## src/rtl/calc2_dispatch_arbiter.sv

```systemverilog
// calc2_dispatch_arbiter
//   Dispatches requests from four ports to the shared adder and shifter
//   datapaths. Each unit has its own round-robin pointer and grants at most
//   one request per cycle. Outstanding {port,tag} pairs are tracked in a
//   16-bit busy map. A per-unit credit counter limits the number of ops in
//   flight. Illegal commands are acknowledged and reported. Done strobes
//   that do not match an outstanding op set a sticky protocol error.
//
// Ports
//   c_clk, reset                 clock (rising edge), async active-low reset
//   reqN_cmd_in/tag_in           request command (0 idle, 1 add, 2 sub,
//                                5 shl, 6 shr) and requester tag
//   reqN_data1_in/data2_in       operands
//   reqN_ack                     one-cycle accept pulse (grant or reject)
//   portN_invalid_op/_tag        one-cycle illegal-command pulse and its tag
//   adder_*/shift_*              registered issue to each unit;
//                                tag = {port[1:0], tag[1:0]}
//   adder_done/shift_done(_tag)  unit retired the op with this {port,tag}
//   proto_err                    sticky: unmatched done strobe seen
module calc2_dispatch_arbiter #(
    parameter int DATA_W        = 32,
    parameter int ADD_CREDITS   = 4,
    parameter int SHIFT_CREDITS = 4
) (
    input  logic              c_clk,
    input  logic              reset,
    input  logic [3:0]        req1_cmd_in,
    input  logic [1:0]        req1_tag_in,
    input  logic [DATA_W-1:0] req1_data1_in,
    input  logic [DATA_W-1:0] req1_data2_in,
    input  logic [3:0]        req2_cmd_in,
    input  logic [1:0]        req2_tag_in,
    input  logic [DATA_W-1:0] req2_data1_in,
    input  logic [DATA_W-1:0] req2_data2_in,
    input  logic [3:0]        req3_cmd_in,
    input  logic [1:0]        req3_tag_in,
    input  logic [DATA_W-1:0] req3_data1_in,
    input  logic [DATA_W-1:0] req3_data2_in,
    input  logic [3:0]        req4_cmd_in,
    input  logic [1:0]        req4_tag_in,
    input  logic [DATA_W-1:0] req4_data1_in,
    input  logic [DATA_W-1:0] req4_data2_in,
    output logic              req1_ack,
    output logic              req2_ack,
    output logic              req3_ack,
    output logic              req4_ack,
    output logic              port1_invalid_op,
    output logic              port2_invalid_op,
    output logic              port3_invalid_op,
    output logic              port4_invalid_op,
    output logic [1:0]        port1_invalid_tag,
    output logic [1:0]        port2_invalid_tag,
    output logic [1:0]        port3_invalid_tag,
    output logic [1:0]        port4_invalid_tag,
    output logic              adder_vld,
    output logic [3:0]        adder_cmd,
    output logic [3:0]        adder_tag,
    output logic [DATA_W-1:0] adder_data1,
    output logic [DATA_W-1:0] adder_data2,
    output logic              shift_vld,
    output logic [3:0]        shift_cmd,
    output logic [3:0]        shift_tag,
    output logic [DATA_W-1:0] shift_data1,
    output logic [DATA_W-1:0] shift_data2,
    input  logic              adder_done,
    input  logic [3:0]        adder_done_tag,
    input  logic              shift_done,
    input  logic [3:0]        shift_done_tag,
    output logic              proto_err
);

    localparam logic [3:0] ADD_CRED = 4'(ADD_CREDITS);
    localparam logic [3:0] SHF_CRED = 4'(SHIFT_CREDITS);

    // Per-port views of the request inputs
    logic [3:0]        cmd  [4];
    logic [1:0]        tag  [4];
    logic [DATA_W-1:0] dat1 [4];
    logic [DATA_W-1:0] dat2 [4];

    assign cmd[0] = req1_cmd_in;  assign tag[0] = req1_tag_in;
    assign cmd[1] = req2_cmd_in;  assign tag[1] = req2_tag_in;
    assign cmd[2] = req3_cmd_in;  assign tag[2] = req3_tag_in;
    assign cmd[3] = req4_cmd_in;  assign tag[3] = req4_tag_in;
    assign dat1[0] = req1_data1_in; assign dat2[0] = req1_data2_in;
    assign dat1[1] = req2_data1_in; assign dat2[1] = req2_data2_in;
    assign dat1[2] = req3_data1_in; assign dat2[2] = req3_data2_in;
    assign dat1[3] = req4_data1_in; assign dat2[3] = req4_data2_in;

    // State
    logic [3:0]        ack_q,     ack_d;
    logic [3:0]        inv_q,     inv_d;
    logic [7:0]        invtag_q,  invtag_d;
    logic [15:0]       busy_q,    busy_d;
    logic [3:0]        add_cnt_q, add_cnt_d;
    logic [3:0]        shf_cnt_q, shf_cnt_d;
    logic [1:0]        add_ptr_q, add_ptr_d;
    logic [1:0]        shf_ptr_q, shf_ptr_d;
    logic              a_vld_q,   a_vld_d;
    logic [3:0]        a_cmd_q,   a_cmd_d;
    logic [3:0]        a_tag_q,   a_tag_d;
    logic [DATA_W-1:0] a_d1_q,    a_d1_d;
    logic [DATA_W-1:0] a_d2_q,    a_d2_d;
    logic              s_vld_q,   s_vld_d;
    logic [3:0]        s_cmd_q,   s_cmd_d;
    logic [3:0]        s_tag_q,   s_tag_d;
    logic [DATA_W-1:0] s_d1_q,    s_d1_d;
    logic [DATA_W-1:0] s_d2_q,    s_d2_d;
    logic              perr_q,    perr_d;

    // Combinational decisions
    logic [3:0] add_elig, shf_elig, illegal;
    logic       add_gnt,  shf_gnt;
    logic [1:0] add_win,  shf_win;
    logic [1:0] idx;
    logic       add_done_ok, shf_done_ok;

    always_comb begin
        add_elig = '0;
        shf_elig = '0;
        illegal  = '0;
        for (int unsigned p = 0; p < 4; p++) begin
            // A port already acked this cycle is still presenting the old request
            if (cmd[p] != 4'd0 && !ack_q[p]) begin
                case (cmd[p])
                    4'd1, 4'd2: add_elig[p] = !busy_q[{2'(p), tag[p]}] && (add_cnt_q < ADD_CRED);
                    4'd5, 4'd6: shf_elig[p] = !busy_q[{2'(p), tag[p]}] && (shf_cnt_q < SHF_CRED);
                    default:    illegal[p]  = 1'b1;
                endcase
            end
        end

        // Round-robin: first eligible port at or after the pointer
        add_gnt = 1'b0;
        add_win = '0;
        shf_gnt = 1'b0;
        shf_win = '0;
        idx     = '0;
        for (int unsigned i = 0; i < 4; i++) begin
            idx = add_ptr_q + 2'(i);
            if (!add_gnt && add_elig[idx]) begin
                add_gnt = 1'b1;
                add_win = idx;
            end
            idx = shf_ptr_q + 2'(i);
            if (!shf_gnt && shf_elig[idx]) begin
                shf_gnt = 1'b1;
                shf_win = idx;
            end
        end

        add_done_ok = adder_done && busy_q[adder_done_tag] && (add_cnt_q != 4'd0);
        shf_done_ok = shift_done && busy_q[shift_done_tag] && (shf_cnt_q != 4'd0);
    end

    always_comb begin
        ack_d    = illegal;
        inv_d    = illegal;
        invtag_d = '0;
        for (int unsigned p = 0; p < 4; p++) begin
            if (illegal[p]) invtag_d[2*p +: 2] = tag[p];
        end

        a_vld_d = add_gnt;
        a_cmd_d = '0;
        a_tag_d = '0;
        a_d1_d  = '0;
        a_d2_d  = '0;
        s_vld_d = shf_gnt;
        s_cmd_d = '0;
        s_tag_d = '0;
        s_d1_d  = '0;
        s_d2_d  = '0;
        busy_d    = busy_q;
        add_ptr_d = add_ptr_q;
        shf_ptr_d = shf_ptr_q;

        // Clears first: a done can never target the {port,tag} granted this
        // cycle because the busy bit blocked that grant.
        if (add_done_ok) busy_d[adder_done_tag] = 1'b0;
        if (shf_done_ok) busy_d[shift_done_tag] = 1'b0;

        if (add_gnt) begin
            ack_d[add_win] = 1'b1;
            a_cmd_d   = cmd[add_win];
            a_tag_d   = {add_win, tag[add_win]};
            a_d1_d    = dat1[add_win];
            a_d2_d    = dat2[add_win];
            busy_d[{add_win, tag[add_win]}] = 1'b1;
            add_ptr_d = add_win + 2'd1;
        end
        if (shf_gnt) begin
            ack_d[shf_win] = 1'b1;
            s_cmd_d   = cmd[shf_win];
            s_tag_d   = {shf_win, tag[shf_win]};
            s_d1_d    = dat1[shf_win];
            s_d2_d    = dat2[shf_win];
            busy_d[{shf_win, tag[shf_win]}] = 1'b1;
            shf_ptr_d = shf_win + 2'd1;
        end

        add_cnt_d = add_cnt_q + {3'b000, add_gnt} - {3'b000, add_done_ok};
        shf_cnt_d = shf_cnt_q + {3'b000, shf_gnt} - {3'b000, shf_done_ok};

        perr_d = perr_q | (adder_done & ~add_done_ok) | (shift_done & ~shf_done_ok);
    end

    always_ff @(posedge c_clk or negedge reset) begin
        if (!reset) begin
            ack_q     <= '0;
            inv_q     <= '0;
            invtag_q  <= '0;
            busy_q    <= '0;
            add_cnt_q <= '0;
            shf_cnt_q <= '0;
            add_ptr_q <= '0;
            shf_ptr_q <= '0;
            a_vld_q   <= 1'b0;
            a_cmd_q   <= '0;
            a_tag_q   <= '0;
            a_d1_q    <= '0;
            a_d2_q    <= '0;
            s_vld_q   <= 1'b0;
            s_cmd_q   <= '0;
            s_tag_q   <= '0;
            s_d1_q    <= '0;
            s_d2_q    <= '0;
            perr_q    <= 1'b0;
        end else begin
            ack_q     <= ack_d;
            inv_q     <= inv_d;
            invtag_q  <= invtag_d;
            busy_q    <= busy_d;
            add_cnt_q <= add_cnt_d;
            shf_cnt_q <= shf_cnt_d;
            add_ptr_q <= add_ptr_d;
            shf_ptr_q <= shf_ptr_d;
            a_vld_q   <= a_vld_d;
            a_cmd_q   <= a_cmd_d;
            a_tag_q   <= a_tag_d;
            a_d1_q    <= a_d1_d;
            a_d2_q    <= a_d2_d;
            s_vld_q   <= s_vld_d;
            s_cmd_q   <= s_cmd_d;
            s_tag_q   <= s_tag_d;
            s_d1_q    <= s_d1_d;
            s_d2_q    <= s_d2_d;
            perr_q    <= perr_d;
        end
    end

    assign req1_ack          = ack_q[0];
    assign req2_ack          = ack_q[1];
    assign req3_ack          = ack_q[2];
    assign req4_ack          = ack_q[3];
    assign port1_invalid_op  = inv_q[0];
    assign port2_invalid_op  = inv_q[1];
    assign port3_invalid_op  = inv_q[2];
    assign port4_invalid_op  = inv_q[3];
    assign port1_invalid_tag = invtag_q[1:0];
    assign port2_invalid_tag = invtag_q[3:2];
    assign port3_invalid_tag = invtag_q[5:4];
    assign port4_invalid_tag = invtag_q[7:6];
    assign adder_vld         = a_vld_q;
    assign adder_cmd         = a_cmd_q;
    assign adder_tag         = a_tag_q;
    assign adder_data1       = a_d1_q;
    assign adder_data2       = a_d2_q;
    assign shift_vld         = s_vld_q;
    assign shift_cmd         = s_cmd_q;
    assign shift_tag         = s_tag_q;
    assign shift_data1       = s_d1_q;
    assign shift_data2       = s_d2_q;
    assign proto_err         = perr_q;

endmodule

```

## config.mk

```make
export PLATFORM = sky130hd
export DESIGN_NAME = calc2_dispatch_arbiter
export DESIGN_NICKNAME = d
export VERILOG_FILES = /design/src/rtl/calc2_dispatch_arbiter.sv
export SDC_FILE = /design/constraint.sdc
export NUM_CORES = 1
export LEC_CHECK = 0
export CORE_AREA = 5 5 172 174
export DETAILED_ROUTE_END_ITERATION = 7
export DIE_AREA = 0 0 177 179
export GPL_ROUTABILITY_DRIVEN = 0
export GPL_TIMING_DRIVEN = 0
export PLACE_DENSITY = 0.81
export SYNTH_ARGS = -nofsm -noshare
export SYNTH_HDL_FRONTEND = slang
export SYNTH_SLANG_ARGS = --single-unit
```

## constraint.sdc

```tcl
create_clock -name c_clk -period 4.7 [get_ports c_clk]
set_input_delay 0.94 -clock c_clk [delete_from_list [all_inputs] [get_ports c_clk]]
set_output_delay 0.94 -clock c_clk [all_outputs]
set_load 0.1 [all_outputs]
```

==> results_dict.tcl <==
set metrics [dict create \
    cp_num_buf_inv 5 \
    grt.busiest_layer "met2" \
    crit_path_end_kind "register" \
    avgRoutedWirePerCell_um 27.43 \
    die_y_um 179 \
    dpl-instance-area_um2 16370 \
    fill_cells 2310 \
    yosysWarningCount 0 \
    ys_seq_area_share_pct 42.23 \
    period_minus_slack_ps 4612 \
    fp.dieW_um 177 \
    slew_headroom_pct 24.79 \
    async_flop_share_pct 100.0 \
    maxCapViolCount 0 \
    first_iter_violations 1530 \
    root_buffer "clkbuf_16" \
    cts_buffers 17 \
    worstPathMaxFanout 10 \
    peakVddDrop_v 0.0001839 \
    start_util_pct 40.96 \
    cp.required_ps 5010 \
    grt_max_degree 113 \
    hold_buffers 0 \
    setup_viol 0 \
    overflow 0 \
    use_met2_pct 52.54 \
    tightest_slew_ps 1125 \
    synthToLayoutAreaGrowth_pct 50.38 \
    outcome "complete, no violations" \
    core_area_um2 27630 \
    ff_latch_area_um2 4780 \
    cp-start-kind "input pin" \
    cpMostUsedCell "buf_2" \
    clk_pin_slew_worst_paths_ps 80 \
    ys_types 57 \
    hold_viol 0 \
    h-tree-depth 4 \
    tns_ps 0 \
    dieArea_um2 31680 \
    cp.arrival_ps 4920 \
    io_pins 455 \
    multi_input_area_um2 6037 \
    timing.final.crit_share_pct 98.13 \
    nets 1937 \
    syn_inst 1152 \
    ys_ff_latch 191 \
    fmax_mhz 216.8 \
    viasPerCell 6.230 \
    hold_path_class "in2async" \
    clk_latency_ps 450 \
    final_cell_mix "clkdlybuf4s50_1, dfrtp_1, nand2_1, mux2i_1, a211oi_1" \
    antenna_found_initial 8 \
    drtAntennaViolNets 0 \
    fin_area_um2 17020 \
    num_rows 61 \
    slowest_stage "or4_1" \
    syn_area_um2 11320 \
    crit_family "buffers and inverters" \
    remaining_drc_errors 0 \
    grt_use_met3_pct 9.405 \
    vias 12590 \
    cts_tree "built" \
    rsz0062_at_grt "yes" \
    grt_pass1_vias 12650 \
    io_buffers 452 \
    crit_type "in2reg" \
    synth_top_flop_cell "dfrtp_1" \
    p_leak_uw 0.007163 \
    slowest_delay_ps 630 \
    report.final.slew_viol_count 0 \
    final_common_cell "clkdlybuf4s50_1" \
    rrSetupSlack_ps 430 \
    hpwlAfterDp_um 42340 \
    fin_skew_ps 13.61 \
    synth_area_per_cell_um2 9.824 \
    wirelength_um 55430 \
    track_usage_pct 33.15 \
    max-clock-path-buffers 2 \
    first_pass_iters 8 \
    p_per_area_nw_per_um2 223.2 \
    crit_chain "clkdlybuf4s50_1 -> mux4_2 -> or4_1 -> a311o_2 -> and2_1 -> buf_2 -> inv_2 -> buf_2 -> buf_2 -> a211oi_1 -> a211oi_1" \
    globalRouteMet1Util_pct 41.30 \
    grt_pass1_wl_um 78600 \
    synth-edff-count 0 \
    cts.sinks 191 \
    drive_above_1_share_pct 7.021 \
]
-- stage by stage --
stage	std cells	util [%]	hold slack (ps)	total power, uW	worst slack (ps)
floorplan	1154	-	479.1	1909	639.0
CTS	2016	61.43	490.4	3784	43.26
global placement	1984	59.08	462.7	2293	-5462
detailed placement	1986	59.24	475.4	2304	-1175
finish	2021	61.60	455.4	3799	87.94
global route	2020	61.59	532.3	3890	-7.844
-- final timing paths --
check                               start              end  depth (start not counted)
max                        req2_tag_in[0]  adder_data2[23]                         11
min                                 reset     add_cnt_q[3]                          1
max reg2reg                  add_cnt_q[2]       busy_q[11]                         12
min reg2reg                     proto_err        proto_err                          2
max in group asynchronous           reset  shift_data2[24]                          2
min in group c_clk              proto_err        proto_err                          2
-- synthesized netlist by cell type (4+ instances only) --
master    number  share of area (%)
nand3b_1       8               0.53
nand2b_1      10               0.55
o221ai_1      21                1.6
o221a_2        4               0.40
mux4_2        14                2.8
and3_1       104                5.7
or3_1          5               0.28
or4_1          5               0.33
o22ai_1       28                1.5
o311ai_0       5               0.39
xnor2_1        6               0.46
inv_1         22               0.73
a311oi_1      37                2.9
a211oi_1     128                8.5
nor4_1         6               0.33
ha_1          18                2.0
dfrtp_1      191                 42
buf_4          8               0.53
and2_1        11               0.61
a21oi_1       18               0.80
nand3_1        8               0.35
a41oi_1        4               0.31
o211ai_1       7               0.46
buf_2         28                1.2
nor2_1        22               0.73
nand2_1      184                6.1
clkbuf_1      64                2.1
mux2i_1      130                 11
o31ai_1        5               0.33
inv_2          4               0.13
-- sequential cells by signal, summed over array words and instances (netlist names), 8 cells and up --
name         cells
shift_data2     32
invtag_q         8
adder_data2     32
adder_data1     32
shift_data1     32
busy_q          16
-- worst reg2reg max path, cell delays in order (launching register included) --
cell and delay [ps]:
dfrtp_1 360, inv_1 70, ha_1 340, or4b_2 630
nor3_1 480, a311o_2 340, and2_1 150, buf_2 320
buf_4 300, buf_2 430, ha_1 250, nand2_1 130
o31ai_1 360
-- power by group --
| group | internal (uW) | switching [uW] | leakage [uW] |
|---|---|---|---|
| Clock | 720 | 796 | 0.000285 |
| Sequential | 1660 | 8.00 | 0.00261 |
| Combinational | 293 | 325 | 0.00427 |
-- cell families after synthesis --
kind of cell / count (synthesis) / synth area share (%)
xor gates and xnor gates: 8 / 0.6192
and+or+nand+nor: 376 / 16.43
other: 1 / 0.03314
buffers and inverters: 130 / 4.887
AOI/OAI and AO/OA: 281 / 19.07
adders and majority gates: 20 / 2.344
muxes: 145 / 14.38
DFF: 191 / 42.23
-- timing repair --
item | 4_1_cts | 5_1_grt
buffers inserted | 0 | 0
endpoints found under the setup margin | 52 | 34
gates resized for setup | 5 | 8
-- metal layers --
metal	vias to the layer above	share of wire, %
li1	5291	-
met5	-	0.061
met4	6	5.7
met1	6048	37
met2	994	46
met3	251	12
-- layout make-up --
cell class	count	area share [%]
diodes	5	0.07352
multi-input cells	833	35.47
well taps	378	2.779
inverters	28	0.6396
flip-flops and latches	191	28.08
clock inverters	14	0.9778
repair buffers	454	26.82
clock buffers	18	2.522
plain buffers	100	2.632
(Power assumes the default switching activity.)
